[src/rtl/fetch_pkg.sv]
// Shared types and constants for the instruction fetch stage.
// A queue entry carries the fetched word and its predecoded side information.
package fetch_pkg;

    localparam logic [31:0] PC_STEP     = 32'd4;
    localparam logic [31:0] PC_READ_OFS = 32'd8;
    localparam logic [3:0]  FP_CLASS    = 4'hC;

    typedef struct packed {
        logic [31:0] word;
        logic [31:0] pc;
        logic [31:0] pc8;
        logic        is_fp;
    } fetch_entry_t;

    // Predecode at push time so decode never sees a path from imem_rd.
    function automatic fetch_entry_t make_entry(input logic [31:0] word, input logic [31:0] pc);
        fetch_entry_t e;
        e.word  = word;
        e.pc    = pc;
        e.pc8   = pc + PC_READ_OFS;
        e.is_fp = (word[27:24] == FP_CLASS);
        return e;
    endfunction

endpackage

[src/rtl/fetch_queue.sv]
// Synchronous DEPTH-entry FIFO with flush; head and valid are held in registers
// that are loaded with the post-update head each cycle.
module fetch_queue
    import fetch_pkg::*;
#(
    parameter int DEPTH = 2
) (
    input  logic         clk,
    input  logic         reset,
    input  logic         flush,
    input  logic         push,
    input  logic         pop,
    input  fetch_entry_t din,
    output logic [2:0]   count,
    output logic         valid,
    output fetch_entry_t head
);

    localparam int         PW      = $clog2(DEPTH);
    localparam logic [2:0] DEPTH_C = 3'(DEPTH);

    fetch_entry_t  mem_r [DEPTH];
    fetch_entry_t  head_r;
    fetch_entry_t  head_nxt_s;
    logic [PW-1:0] rd_r;
    logic [PW-1:0] wr_r;
    logic [PW-1:0] rd_nxt_s;
    logic [PW-1:0] wr_nxt_s;
    logic [2:0]    count_r;
    logic [2:0]    count_nxt_s;
    logic          valid_r;
    logic          do_pop_s;
    logic          do_push_s;

    // Next-state pointers, occupancy and head; a push landing in the slot that becomes head bypasses storage.
    always_comb begin
        do_pop_s    = pop && (count_r != 3'd0);
        do_push_s   = push && ((count_r != DEPTH_C) || do_pop_s);
        rd_nxt_s    = do_pop_s  ? rd_r + PW'(1) : rd_r;
        wr_nxt_s    = do_push_s ? wr_r + PW'(1) : wr_r;
        count_nxt_s = count_r + {2'b00, do_push_s} - {2'b00, do_pop_s};
        if (count_nxt_s == 3'd0) begin
            head_nxt_s = head_r;
        end else if (do_push_s && (rd_nxt_s == wr_r)) begin
            head_nxt_s = din;
        end else begin
            head_nxt_s = mem_r[rd_nxt_s];
        end
    end

    // Storage, pointers and registered head; flush keeps the stale head but drops valid.
    always_ff @(posedge clk) begin
        if (reset) begin
            rd_r    <= '0;
            wr_r    <= '0;
            count_r <= 3'd0;
            valid_r <= 1'b0;
            head_r  <= '0;
            for (int i = 0; i < DEPTH; i++) begin
                mem_r[i] <= '0;
            end
        end else if (flush) begin
            rd_r    <= '0;
            wr_r    <= '0;
            count_r <= 3'd0;
            valid_r <= 1'b0;
        end else begin
            if (do_push_s) begin
                mem_r[wr_r] <= din;
            end
            rd_r    <= rd_nxt_s;
            wr_r    <= wr_nxt_s;
            count_r <= count_nxt_s;
            valid_r <= (count_nxt_s != 3'd0);
            head_r  <= head_nxt_s;
        end
    end

    assign count = count_r;
    assign valid = valid_r;
    assign head  = head_r;

endmodule

[src/rtl/fetch_unit.sv]
// Instruction fetch stage: PC sequencing and redirect, predecode, and a small
// output queue towards decode with a valid/ready handshake.
module fetch_unit
    import fetch_pkg::*;
#(
    parameter int          DEPTH    = 2,
    parameter logic [31:0] RESET_PC = 32'h0000_0000
) (
    input  logic        clk,
    input  logic        reset,
    output logic [31:0] imem_a,
    input  logic [31:0] imem_rd,
    input  logic        redirect,
    input  logic [31:0] redirect_pc,
    output logic        instr_valid,
    input  logic        instr_ready,
    output logic [31:0] instr,
    output logic [31:0] instr_pc,
    output logic [31:0] instr_pc8,
    output logic        instr_is_fp
);

    logic [31:0]  pc_r;
    logic [2:0]   count_s;
    logic         qvalid_s;
    logic         pop_s;
    logic         fetch_s;
    fetch_entry_t din_s;
    fetch_entry_t head_s;

    // A redirect kills both the pop and the fetch of its cycle.
    always_comb begin
        pop_s   = qvalid_s & instr_ready & ~redirect;
        fetch_s = ~redirect & ((count_s < 3'(DEPTH)) | pop_s);
        din_s   = make_entry(imem_rd, pc_r);
    end

    // Program counter: reset, then redirect, then sequential advance on fetch.
    always_ff @(posedge clk) begin
        if (reset) begin
            pc_r <= RESET_PC;
        end else if (redirect) begin
            pc_r <= {redirect_pc[31:2], 2'b00};
        end else if (fetch_s) begin
            pc_r <= pc_r + PC_STEP;
        end else begin
            pc_r <= pc_r;
        end
    end

    fetch_queue #(
        .DEPTH(DEPTH)
    ) u_queue (
        .clk  (clk),
        .reset(reset),
        .flush(redirect),
        .push (fetch_s),
        .pop  (pop_s),
        .din  (din_s),
        .count(count_s),
        .valid(qvalid_s),
        .head (head_s)
    );

    assign imem_a      = pc_r;
    assign instr_valid = qvalid_s;
    assign instr       = head_s.word;
    assign instr_pc    = head_s.pc;
    assign instr_pc8   = head_s.pc8;
    assign instr_is_fp = head_s.is_fp;

endmodule

[config.mk]
export PLATFORM = sky130hd
export DESIGN_NAME = fetch_unit
export DESIGN_NICKNAME = d
export VERILOG_FILES = /design/src/rtl/fetch_pkg.sv /design/src/rtl/fetch_queue.sv /design/src/rtl/fetch_unit.sv
export SDC_FILE = /design/constraint.sdc
export NUM_CORES = 1
export LEC_CHECK = 0
export CAP_MARGIN = 20
export CORE_MARGIN = 4
export CORE_UTILIZATION = 60
export DETAILED_ROUTE_END_ITERATION = 16
export GPL_TIMING_DRIVEN = 0
export PLACE_DENSITY = 0.86
export SETUP_SLACK_MARGIN = 0.1
export SLEW_MARGIN = 20
export SYNTH_ARGS = -nofsm -noshare
export SYNTH_HDL_FRONTEND = slang
export SYNTH_HIERARCHICAL = 1
export SYNTH_SLANG_ARGS = --single-unit
[constraint.sdc]
create_clock -name clk -period 25.9 [get_ports clk]
set_clock_uncertainty 0.15 [all_clocks]
set_input_delay 5.18 -clock clk [delete_from_list [all_inputs] [get_ports clk]]
set_output_delay 5.18 -clock clk [all_outputs]
set_load 0.05 [all_outputs]
==> results of run 1 <==
-- layer usage --
metal,global-route usage (%),up-vias,wire (um)
met5,0,-,0
met4,13.2,0,1990
met3,5.43,115,4040
met2,47.5,680,19700
met1,39.8,5640,16600
li1,-,5269,-
-- synth_stat cells, drive strengths merged --
library cell	count	area (um^2)
conb	1	3.75
ha	4	50.1
fa	1	20.0
a311oi	6	52.6
nand4b	2	32.5
or3b	1	8.76
nor3b	2	15.0
a2111oi	4	66.3
dfxtp	133	2660
o221ai	97	1040
xnor2	29	273
or4b	1	10.0
inv	106	398
o21ai	12	67.6
buf	73	490
or3	10	63.8
nand3	104	521
a211oi	11	92.6
or2	2	12.5
nor2b	2	12.5
o31a	1	10.0
xnor3	1	22.5
and2	102	638
a21oi	9	45.0
and3b	1	8.76
nor4	9	96.3
o21bai	3	26.3
nand2	34	128
mux2i	98	981
clkbuf	64	241
nand4	10	98.8
o21a	3	22.5
edfxtp	194	5830
and3	6	37.5
o211ai	3	22.5
nor3	118	591
xor2	20	175
o2111ai	1	15.0
a21o	1	7.51
nor2	34	128
and4	6	53.8
and4b	1	10.0
-- cells by family (layout without fill, tap and decap cells) --
logic type | count (synthesis) | in the layout
and+or+nand+nor | 445 | 445
xor gates and xnor gates | 50 | 50
other | 1 | 14
DFF | 327 | 327
buffers and inverters | 243 | 506
muxes | 98 | 98
AOI/OAI and AO/OA | 151 | 151
adders and majority gates | 5 | 5
-- flip-flops by register name, summed over array words and instances, names as in the netlist --
name and cells:
imem_a 30, u_queue/count 3, u_queue/head 97, u_queue/mem_r 194, u_queue/rd_r 1, u_queue/valid 1, u_queue/wr_r 1
-- final cells by class --
cell class / instances / area (um^2)
Fill cell: 1568 / 5730
Buffer: 137 / 732
Antenna cell: 4 / 10.0
Inverter: 106 / 398
Sequential cell: 327 / 8490
Tap cell: 324 / 405
Timing Repair Buffer: 201 / 2130
Clock inverter: 10 / 121
Clock buffer: 52 / 1020
Multi-Input combinational cell: 759 / 5500
-- through the flow --
stage                     hold slack [ns]  std cells  cell area, um^2  utilization [%]
after floorplan                     0.357       1329            15100                -
after global routing                0.354       1918            18800             76.6
final                               0.337       1920            18800             76.7
after CTS                           0.339       1916            18800             76.6
after detailed placement            0.323       1854            17700             72.0
after global placement              0.315       1846            17400             71.1
-- worst max-delay path: cells and delay by family --
kind | cells | cell delay (ns)
buffers and inverters | 6 | 2.29
and+or+nand+nor | 4 | 0.88
adders and majority gates | 3 | 0.84
AOI/OAI and AO/OA | 2 | 0.56
-- worst max path at each step --
| stage | cells after the start | slack (ns) | end |
|---|---|---|---|
| 5_1_grt | 15 | 16.20 | u_queue/head[26] |
| 6_report | 15 | 16.42 | u_queue/head[26] |
| 3_5_place_dp | 15 | 16.01 | u_queue/head[22] |
| 4_1_cts | 15 | 16.49 | u_queue/head[22] |
| 3_3_place_gp | 8 | 6.46 | u_queue/mem_r[0][27] |
| 2_1_floorplan | 8 | 11.95 | u_queue/mem_r[0][0] |
-- cell usage in the layout, fill, tap and decap left out, types with 4 or more instances in the layout --
| cell type | n |
|---|---|
| clkbuf_16 | 37 |
| clkdlybuf4s50_1 | 193 |
| clkbuf_8 | 4 |
| diode_2 | 4 |
| nor4_1 | 4 |
| buf_16 | 6 |
| and2_1 | 102 |
| buf_4 | 36 |
| o21ai_0 | 9 |
| a21oi_1 | 9 |
| ha_1 | 4 |
| o221ai_2 | 30 |
| xnor2_1 | 28 |
| nand2_1 | 34 |
| a211oi_1 | 9 |
| and4_1 | 5 |
| dfxtp_1 | 133 |
| inv_1 | 105 |
| o221ai_1 | 67 |
| conb_1 | 10 |
| nor3_1 | 118 |
| and3_1 | 6 |
| buf_2 | 29 |
| clkinv_2 | 4 |
| nor4_2 | 4 |
| clkbuf_1 | 74 |
| nand4_1 | 7 |
| a311oi_1 | 6 |
| edfxtp_1 | 194 |
| mux2i_1 | 98 |
| buf_6 | 6 |
| or3_1 | 9 |
| nand3_1 | 104 |
| xor2_1 | 20 |
| nor2_1 | 34 |
-- power by group --
group	leakage, nW	internal [W]	switching [W]	total, W
sequential	3.10	0.000582	0.0000222	0.000604
clock	0.560	0.000303	0.000197	0.000499
combinational	3.83	0.0000655	0.000127	0.000192
==> key figures, run 1 <==
Outcome
  • Outcome: complete, no violations

Clock network
  • CTS root buf: clkbuf_16
  • Setup repair bufs after CTS: 0
  • Clk buf depth: 3
  • TritonCTS Sinks: between 300 and 400
  • Post-cts sizing count: 0
  • Worst-path clk slew: ~0.060 ns
  • CTS tree: built
  • Hold Buf Count CTS: 0
  • H-tree depth: 2
  • Clk_lat worst skew: roughly 0.5 ns
  • Number of CTS-inserted buffers: 35

Worst setup path
  • Worst r2r path cells: 14
  • Max incr delay on CP: ~0.63 ns
  • R2R Setup Slk: approximately 21 ns
  • Worst-path cell chain: clkdlybuf4s50_1 -> buf_2 -> clkbuf_1 -> nor2_1 -> nand2_1 -> ha_1 -> inv_1 -> ha_1 -> fa_1 -> or2_2 -> o21bai_2 -> buf_4 -> clkbuf_1 -> nand3_1 -> o221ai_2
  • CP max-delay cell: clkdlybuf4s50_1
  • Worst r2r dst: u_queue/head[26]
  • Crit path from: redirect
  • Crit-path max FO: 10
  • Element type at the critical path start: primary input
  • Critical R2R Launch: u_queue/valid
  • Worst EP required: between 20 and 30 ns
  • Critical path type: in -> reg
  • Critical Path End Type: flip-flop
  • Arrival @ worst endpoint: slightly below 10 ns

Yosys
  • Sequential share of the synthesized area: approximately 56%
  • Proportion of synthesized area in mux cells: 6.51%
  • Mapped Cells: 1320
  • Compound-Gate Fraction of Synth Area: under 10%
  • XOR/XNOR share of the synthesized area: roughly 3.1%
  • Mapped Area: about 15000 um^2
  • Simple logic cell fraction of the synthesized area: between 15 and 20%
  • Number of synthesized register bits: between 300 and 400
  • Main combinational cell family by area after synthesis: simple AND/OR/NAND/NOR gates
  • Syn Area/Cell: 11.4 um^2
  • Adder-cell area share of the yosys netlist: less than 1%
  • Warning count from the yosys run: 6
  • Distinct cells, synth: between 60 and 70

Finish
  • Area growth, synth to finish: 24.8%
  • Final net count: 1640
  • Share of layout cells above drive strength 1: 11.6%

Detailed routing
  • Vias post-DR: about 12000
  • Drt wl/cell: roughly 22 um
  • DRT antenna net count: 0
  • Initial DRC Count: approximately 1400
  • DRT Wirelength: 42.3 mm
  • Initial DRT Pass Iterations: 6
  • Via-per-instance ratio: ~6
  • Remaining DRCs: 0

Global routing
  • Vias in the first global route: around 12000
  • Overall global routing resource usage: just under 30%
  • First-pass GRT wire length: 65.8 mm
  • Pin count of the biggest net entering global routing: slightly above 50
  • Initial antenna violation count: 3
  • GRT overflow: 0

Pwr
  • Lkg Pwr: between 7 and 8 nW
  • Total power: 0.00130 W
  • Worst vdd ir: around 0.051 mV
  • Cell Pwr Density: between 60 and 70 nW/um^2

Floorplan
  • Core area: 24500 um^2
  • Initial core utilization: around three fifths
  • IO Pins: approximately 200
  • Chip width: roughly 170 um
  • Die area: ~28000 um^2
  • Row count: 57
  • Die height: 167 um

Hold path
  • Worst hold path class: reg -> reg
  • Hold Crit Endpoint: u_queue/head[82]
  • Hold Crit Depth: 2
  • Min-delay src: u_queue/head[82]

Timing
  • Final-report hold violation count: 0
  • Period utilisation layout: 36.6%
  • Slew Limit Fails: 0
  • Highest clock rate: around 110 MHz
  • Setup TNS: 0 ns
  • Fin crit period: 9.48 ns
  • Count of final setup violators: 0
  • Slew HR: approximately 43%
  • RSZ-0062 raised after global routing: false
  • Worst-margin pin slew: ~0.85 ns
  • Slack of the critical path: 16.42 ns

Run
  • Max-Cap Viols: 0

Place
  • Hpwl dp: 28.3 mm
  • Placer Congestion: between 0.9 and 1
  • Place WS: 16.01 ns
  • Port buffer count: slightly below 200
(Power assumes the default switching activity.)
==> run 2: changes to the inputs <==
- CORE_UTILIZATION: 60 -> 50
- PLACE_DENSITY: 0.86 -> 0.76
- clock period: 25.9 -> 7.9 ns (I/O delays scaled with it)
==> run 2 against run 1 <==
Net effect: power grew to 3.2 times the previous value; combinational power rose to 3.3 times the previous value; die area increased by 19%; highest routed layer unchanged.
==> key figures, run 2 (same netlist as run 1, synthesis figures left out) <==
Detailed routing
  • DRT Wirelength: 43.1 mm
  • Drt wl/cell: between 20 and 25 um
  • Remaining DRCs: 0
  • Initial DRC Count: about 1100
  • Via-per-instance ratio: ~5.8
  • DRT antenna net count: 0
  • Vias post-DR: about 11000
  • Initial DRT Pass Iterations: 7

Worst setup path
  • Critical R2R Launch: u_queue/valid
  • Critical Path End Type: flip-flop
  • Crit-path max FO: 10
  • Critical path type: in -> reg
  • Element type at the critical path start: primary input
  • Worst r2r dst: u_queue/head[27]
  • R2R Setup Slk: ~3.5 ns
  • Worst EP required: 8.18 ns
  • Worst r2r path cells: 14
  • Arrival @ worst endpoint: between 6 and 7 ns

Outcome
  • Outcome: complete, no violations

Finish
  • Final Cell Area: 18800 um^2
  • Share of layout cells above drive strength 1: between 10% and 20%
  • Area growth, synth to finish: 24.6%
  • FF/Latch Area: between 8000 and 9000 um^2
  • Max reg flops: roughly 190
  • Most common cell after layout, fill and taps aside: edfxtp_1
  • Ant diodes: 0
  • Area of the multi-input gates: approximately 5500 um^2
  • # fillers: between 2000 and 2500
  • Reg with most FFs: u_queue/mem_r
  • Final core utilization: around 63%
  • Non-filler cells, final: ~2000
  • Final net count: 1638
  • Most frequent cells in the layout: 194 x edfxtp_1, 193 x clkdlybuf4s50_1, 133 x dfxtp_1, 118 x nor3_1, 105 x inv_1

Hold path
  • Hold Crit Depth: 2
  • Worst hold path class: reg -> reg
  • Hold Crit Endpoint: u_queue/head[57]
  • Min-delay src: u_queue/head[57]

Clock network
  • Worst-path clk slew: roughly 0.060 ns
  • CTS root buf: clkbuf_16
  • CTS tree: built
  • Number of CTS-inserted buffers: 34
  • Post-cts sizing count: 0
  • Clk buf depth: 3
  • H-tree depth: 2
  • TritonCTS Sinks: roughly 330
  • Hold Buf Count CTS: 0
  • Setup repair bufs after CTS: 0
  • Clk_lat worst skew: between 0.5 and 0.6 ns

Place
  • Hpwl dp: 29.2 mm
  • Port buffer count: 193
  • Placer Congestion: about 0.91
  • Placement Cell Area: between 15000 and 20000 um^2
  • Placed Cells: about 1900

Timing
  • RSZ-0062 raised after global routing: false
  • Fin crit period: slightly below 6 ns
  • Worst-margin pin slew: just under 0.9 ns
  • Slew Limit Fails: 0
  • Highest clock rate: between 150 and 200 MHz
  • Period utilisation layout: 74.1%
  • Slew HR: a little over two fifths
  • Final-report hold violation count: 0
  • Count of final setup violators: 0

Floorplan
  • Die height: roughly 180 um
  • Core area: 29700 um^2
  • IO Pins: 198
  • Die area: around 33000 um^2
  • Initial core utilization: about half
  • Row count: 63
  • Chip width: 182 um

Pwr
  • Cell Pwr Density: roughly 220 nW/um^2
  • Lkg Pwr: about 7.4 nW
  • Worst vdd ir: 0.138 mV

Global routing
  • Initial antenna violation count: 0
  • Vias in the first global route: between 10000 and 15000
  • First-pass GRT wire length: around 66 mm
  • Pin count of the biggest net entering global routing: 50
  • GRT overflow: 0
  • Overall global routing resource usage: 25.1%

Run
  • Max-Cap Viols: 0
run 2: how the worst max path moves through the flow:
| stage | startpoint | endpoint | slack, ns | depth (start not counted) |
|---|---|---|---|---|
| global route | redirect | u_queue/head[27] | 1.86 | 15 |
| finish | redirect | u_queue/head[27] | 2.04 | 15 |
| CTS | redirect | u_queue/head[27] | 2.05 | 15 |
| detailed placement | redirect | u_queue/head[27] | 1.46 | 15 |
| global placement | redirect | u_queue/mem_r[0][33] | -3.81 | 8 |
| floorplan | redirect | u_queue/mem_r[0][0] | 0.18 | 8 |
run 2: area by class of cell:
cell class	instances	area share [%]
timing repair buffer	200	11.3
sequential	327	45.2
clock buffer	54	5.48
buffer	137	3.90
tap	390	2.60
clock inverter	7	0.173
multi-input combinational	759	29.3
inverter	106	2.12
run 2: through the flow:
stage | total power [W] | worst slack, ns | hold slack [ns] | setup TNS [ns]
5_1_grt | 0.00429 | 1.86 | 0.363 | 0
6_report | 0.00415 | 2.04 | 0.334 | 0
4_1_cts | 0.00416 | 2.05 | 0.336 | 0
3_5_place_dp | 0.00264 | 1.46 | 0.318 | 0
3_3_place_gp | 0.00262 | -3.81 | 0.316 | -368.80
2_1_floorplan | 0.00238 | 0.175 | 0.357 | 0
run 2: worst max-delay path, stage by stage:
cell and delay (ns):
clkdlybuf4s50_1 0.62, and3b_1 0.21, buf_2 0.18, or4b_1 0.57
nand2_1 0.18, ha_1 0.26, inv_1 0.06, ha_1 0.15
fa_1 0.44, or2_2 0.34, o21bai_2 0.46, buf_4 0.32
clkbuf_1 0.47, nand3_1 0.18, o221ai_2 0.10
run 2: metal layers:
| metal | GRT usage, % | vias to the layer above | part of all wire [%] |
|---|---|---|---|
| met4 | 8.77 | 0 | 3.6 |
| li1 | - | 5259 | - |
| met1 | 33.7 | 5536 | 41 |
| met2 | 40.7 | 530 | 47 |
| met3 | 4.99 | 89 | 8.4 |
| met5 | 0 | - | 0 |
run 2: power breakdown:
group | total (W) | switching, W | internal [W]
sequential | 0.00198 | 0.0000723 | 0.00191
combinational | 0.000628 | 0.000413 | 0.000214
clock | 0.00155 | 0.000651 | 0.000895
total | 0.00415 | 0.00114 | 0.00302
==> run 3: changes to the inputs <==
- clock period: 7.9 -> 5.2 ns (I/O delays scaled with it)
==> run 3 against run 2 <==
Net effect: die area did not move; combinational power rose by 53%; via count rose by 0.27%.
==> key figures, run 3 (same netlist as run 1, synthesis figures left out) <==
Floorplan
  • IO Pins: between 150 and 200
  • Initial core utilization: between 50% and 60%
  • Die height: approximately 180 um
  • Chip width: around 180 um
  • Die area: ~33000 um^2
  • Row count: 63
  • Core area: between 20000 and 30000 um^2

Worst setup path
  • Critical Path End Type: flip-flop
  • Max incr delay on CP: approximately 0.60 ns
  • Worst EP required: approximately 5.4 ns
  • Worst r2r dst: u_queue/head[59]
  • Crit-path max FO: 10
  • Critical path type: in -> reg
  • Arrival @ worst endpoint: between 5 and 6 ns
  • R2R Setup Slk: 1.09 ns
  • Worst-path cell chain: clkdlybuf4s50_1 -> and3b_1 -> buf_2 -> or4b_1 -> nand2_1 -> ha_1 -> inv_1 -> ha_1 -> fa_1 -> or2_2 -> o21a_1 -> o21ai_2 -> clkbuf_1 -> o221ai_1
  • Worst r2r path cells: 13
  • WP buf/inv: 4
  • Most frequent CP cell: ha_1
  • CP delay by family, top: buffers and inverters
  • CP max-delay cell: clkdlybuf4s50_1
  • Element type at the critical path start: primary input
  • Critical R2R Launch: u_queue/valid

Global routing
  • Global Route met2 Usage: approximately 41%
  • First-pass GRT wire length: approximately 66 mm
  • GR Util met3: under 10%
  • Overall global routing resource usage: 25.3%
  • Pin count of the biggest net entering global routing: 48
  • Initial antenna violation count: 0
  • Met1 usage: between 30% and 40%
  • GRT overflow: 0
  • Vias in the first global route: between 10000 and 15000
  • GR peak layer: met2

Timing
  • Worst-margin pin slew: a little over 0.8 ns
  • Final-report hold violation count: 0
  • RSZ-0062 raised after global routing: true
  • Slew HR: between 40% and 50%
  • Period utilisation layout: ~95%
  • Count of final setup violators: 0
  • Slew Limit Fails: 0
  • Fin crit period: ~4.9 ns
  • Slack of the critical path: about 0.27 ns
  • Highest clock rate: between 200 and 250 MHz

Finish
  • Final net count: 1641
  • Most frequent cells in the layout: 194 x edfxtp_1, 193 x clkdlybuf4s50_1, 133 x dfxtp_1, 118 x nor3_1, 105 x inv_1
  • Final core utilization: roughly 64%
  • # fillers: about 2300
  • Share of layout cells above drive strength 1: 11.8%
  • Max reg flops: between 150 and 200
  • FF/Latch Area: between 8000 and 9000 um^2
  • Area growth, synth to finish: 25.5%
  • Area of the multi-input gates: between 5000 and 6000 um^2
  • Ant diodes: 0
  • Most common cell after layout, fill and taps aside: edfxtp_1
  • Reg with most FFs: u_queue/mem_r

Pwr
  • Share of power burned in registers: a little under half
  • Lkg Pwr: 7.50 nW
  • Comb pwr share: about 15%
  • Worst vdd ir: around 0.19 mV
  • Psw: 0.00174 W
  • Switch share: 26.8%
  • Cell Pwr Density: roughly 340 nW/um^2
  • Power share of the clock group: 38.9%
  • Internal power: about 0.0047 W

Detailed routing
  • Initial DRT Pass Iterations: 5
  • Drt wl/cell: ~22 um
  • Initial DRC Count: 1190
  • DRT antenna net count: 0
  • Vias post-DR: roughly 11000
  • DRT Wirelength: 42.9 mm
  • Remaining DRCs: 0
  • Via-per-instance ratio: about 5.8

Clock network
  • TritonCTS Sinks: roughly 330
  • Clk buf depth: 3
  • Number of CTS-inserted buffers: 37
  • CTS tree: built
  • CTS root buf: clkbuf_16
  • H-tree depth: 2
  • Clk_lat worst skew: 0.52 ns
  • Worst-path clk slew: ~0.060 ns

Hold path
  • Hold Crit Endpoint: u_queue/head[88]
  • Min-delay src: u_queue/head[88]
  • Hold Crit Depth: 2
  • Worst hold path class: reg -> reg

Place
  • Place WS: -0.505 ns
  • Placer Congestion: 0.954
  • Port buffer count: approximately 190
  • Hpwl dp: 29.2 mm

Run
  • Max-Cap Viols: 0

Outcome
  • Outcome: complete, no violations
[run 3: changes by cell type in the layout (fill, tap and decap cells not counted), moves of 2 or more]
cell       delta
clkbuf_1      -6
clkinv_2      -2
clkbuf_16     +2
clkinv_1      +4
buf_1         +2
clkbuf_2      +4
bufinv_16     +2
[run 3: repair_timing]
item                                    in CTS  in global routing
endpoints found under the setup margin      30                 83
pin swaps                                    0                  0
buffers inserted                             0                  0
resized for setup                            1                 12
hold buffers                                 0                  0
cloned                                       0                  0
[run 3: how the worst max path moves through the flow]
stage                        start                    to  depth (start not counted)
after floorplan           redirect   u_queue/mem_r[0][0]                          8
after global placement    redirect  u_queue/mem_r[0][34]                          8
after detailed placement  redirect      u_queue/head[26]                         15
after CTS                 redirect      u_queue/head[19]                         15
after global routing      redirect      u_queue/head[85]                         14
final                     redirect      u_queue/head[59]                         14
[run 3: stage by stage]
step	setup TNS, ns	cells	hold slack (ns)	total power (W)	area, um^2
5_1_grt	0	1987	0.360	0.00669	18900
4_1_cts	0	1987	0.335	0.00652	18900
3_5_place_dp	-26.48	1919	0.318	0.00400	17700
6_report	0	1987	0.331	0.00648	18900
3_3_place_gp	-269.32	1912	0.316	0.00398	17500
2_1_floorplan	0	1329	0.357	0.00361	15100
[run 3: worst reg2reg max path, stage by stage, from the launching register on]
cell and delay [ns]:
dfxtp_1 0.33, and3b_1 0.18, buf_2 0.17, or4b_1 0.57
nand2_1 0.16, ha_1 0.25, inv_1 0.06, ha_1 0.15
fa_1 0.41, or2_2 0.36, o21a_1 0.22, o21ai_2 0.26
clkbuf_1 0.48, o221ai_1 0.22
[run 3: area by class of cell]
type	instances	share of cell area [%]
clock inverter	13	0.609
multi-input combinational	759	29.1
tap	390	2.58
clock buffer	55	5.64
inverter	106	2.10
sequential	327	44.9
timing repair buffer	200	11.1
buffer	137	3.91
[run 3: layer usage]
metal	vias to the layer above	wire length, um
li1	5293	-
met1	5524	17600
met2	538	19900
met3	90	3870
met4	0	1550
met5	-	0
[run 3: power by group through the flow]
| stage | clock network (W) | logic (W) | registers [W] |
|---|---|---|---|
| after floorplan | 0 | 0.000400 | 0.00321 |
| after global placement | 0 | 0.000920 | 0.00306 |
| after detailed placement | 0 | 0.000950 | 0.00305 |
| after CTS | 0.00256 | 0.000957 | 0.00300 |
| after global routing | 0.00266 | 0.00101 | 0.00302 |
| final | 0.00252 | 0.000958 | 0.00300 |
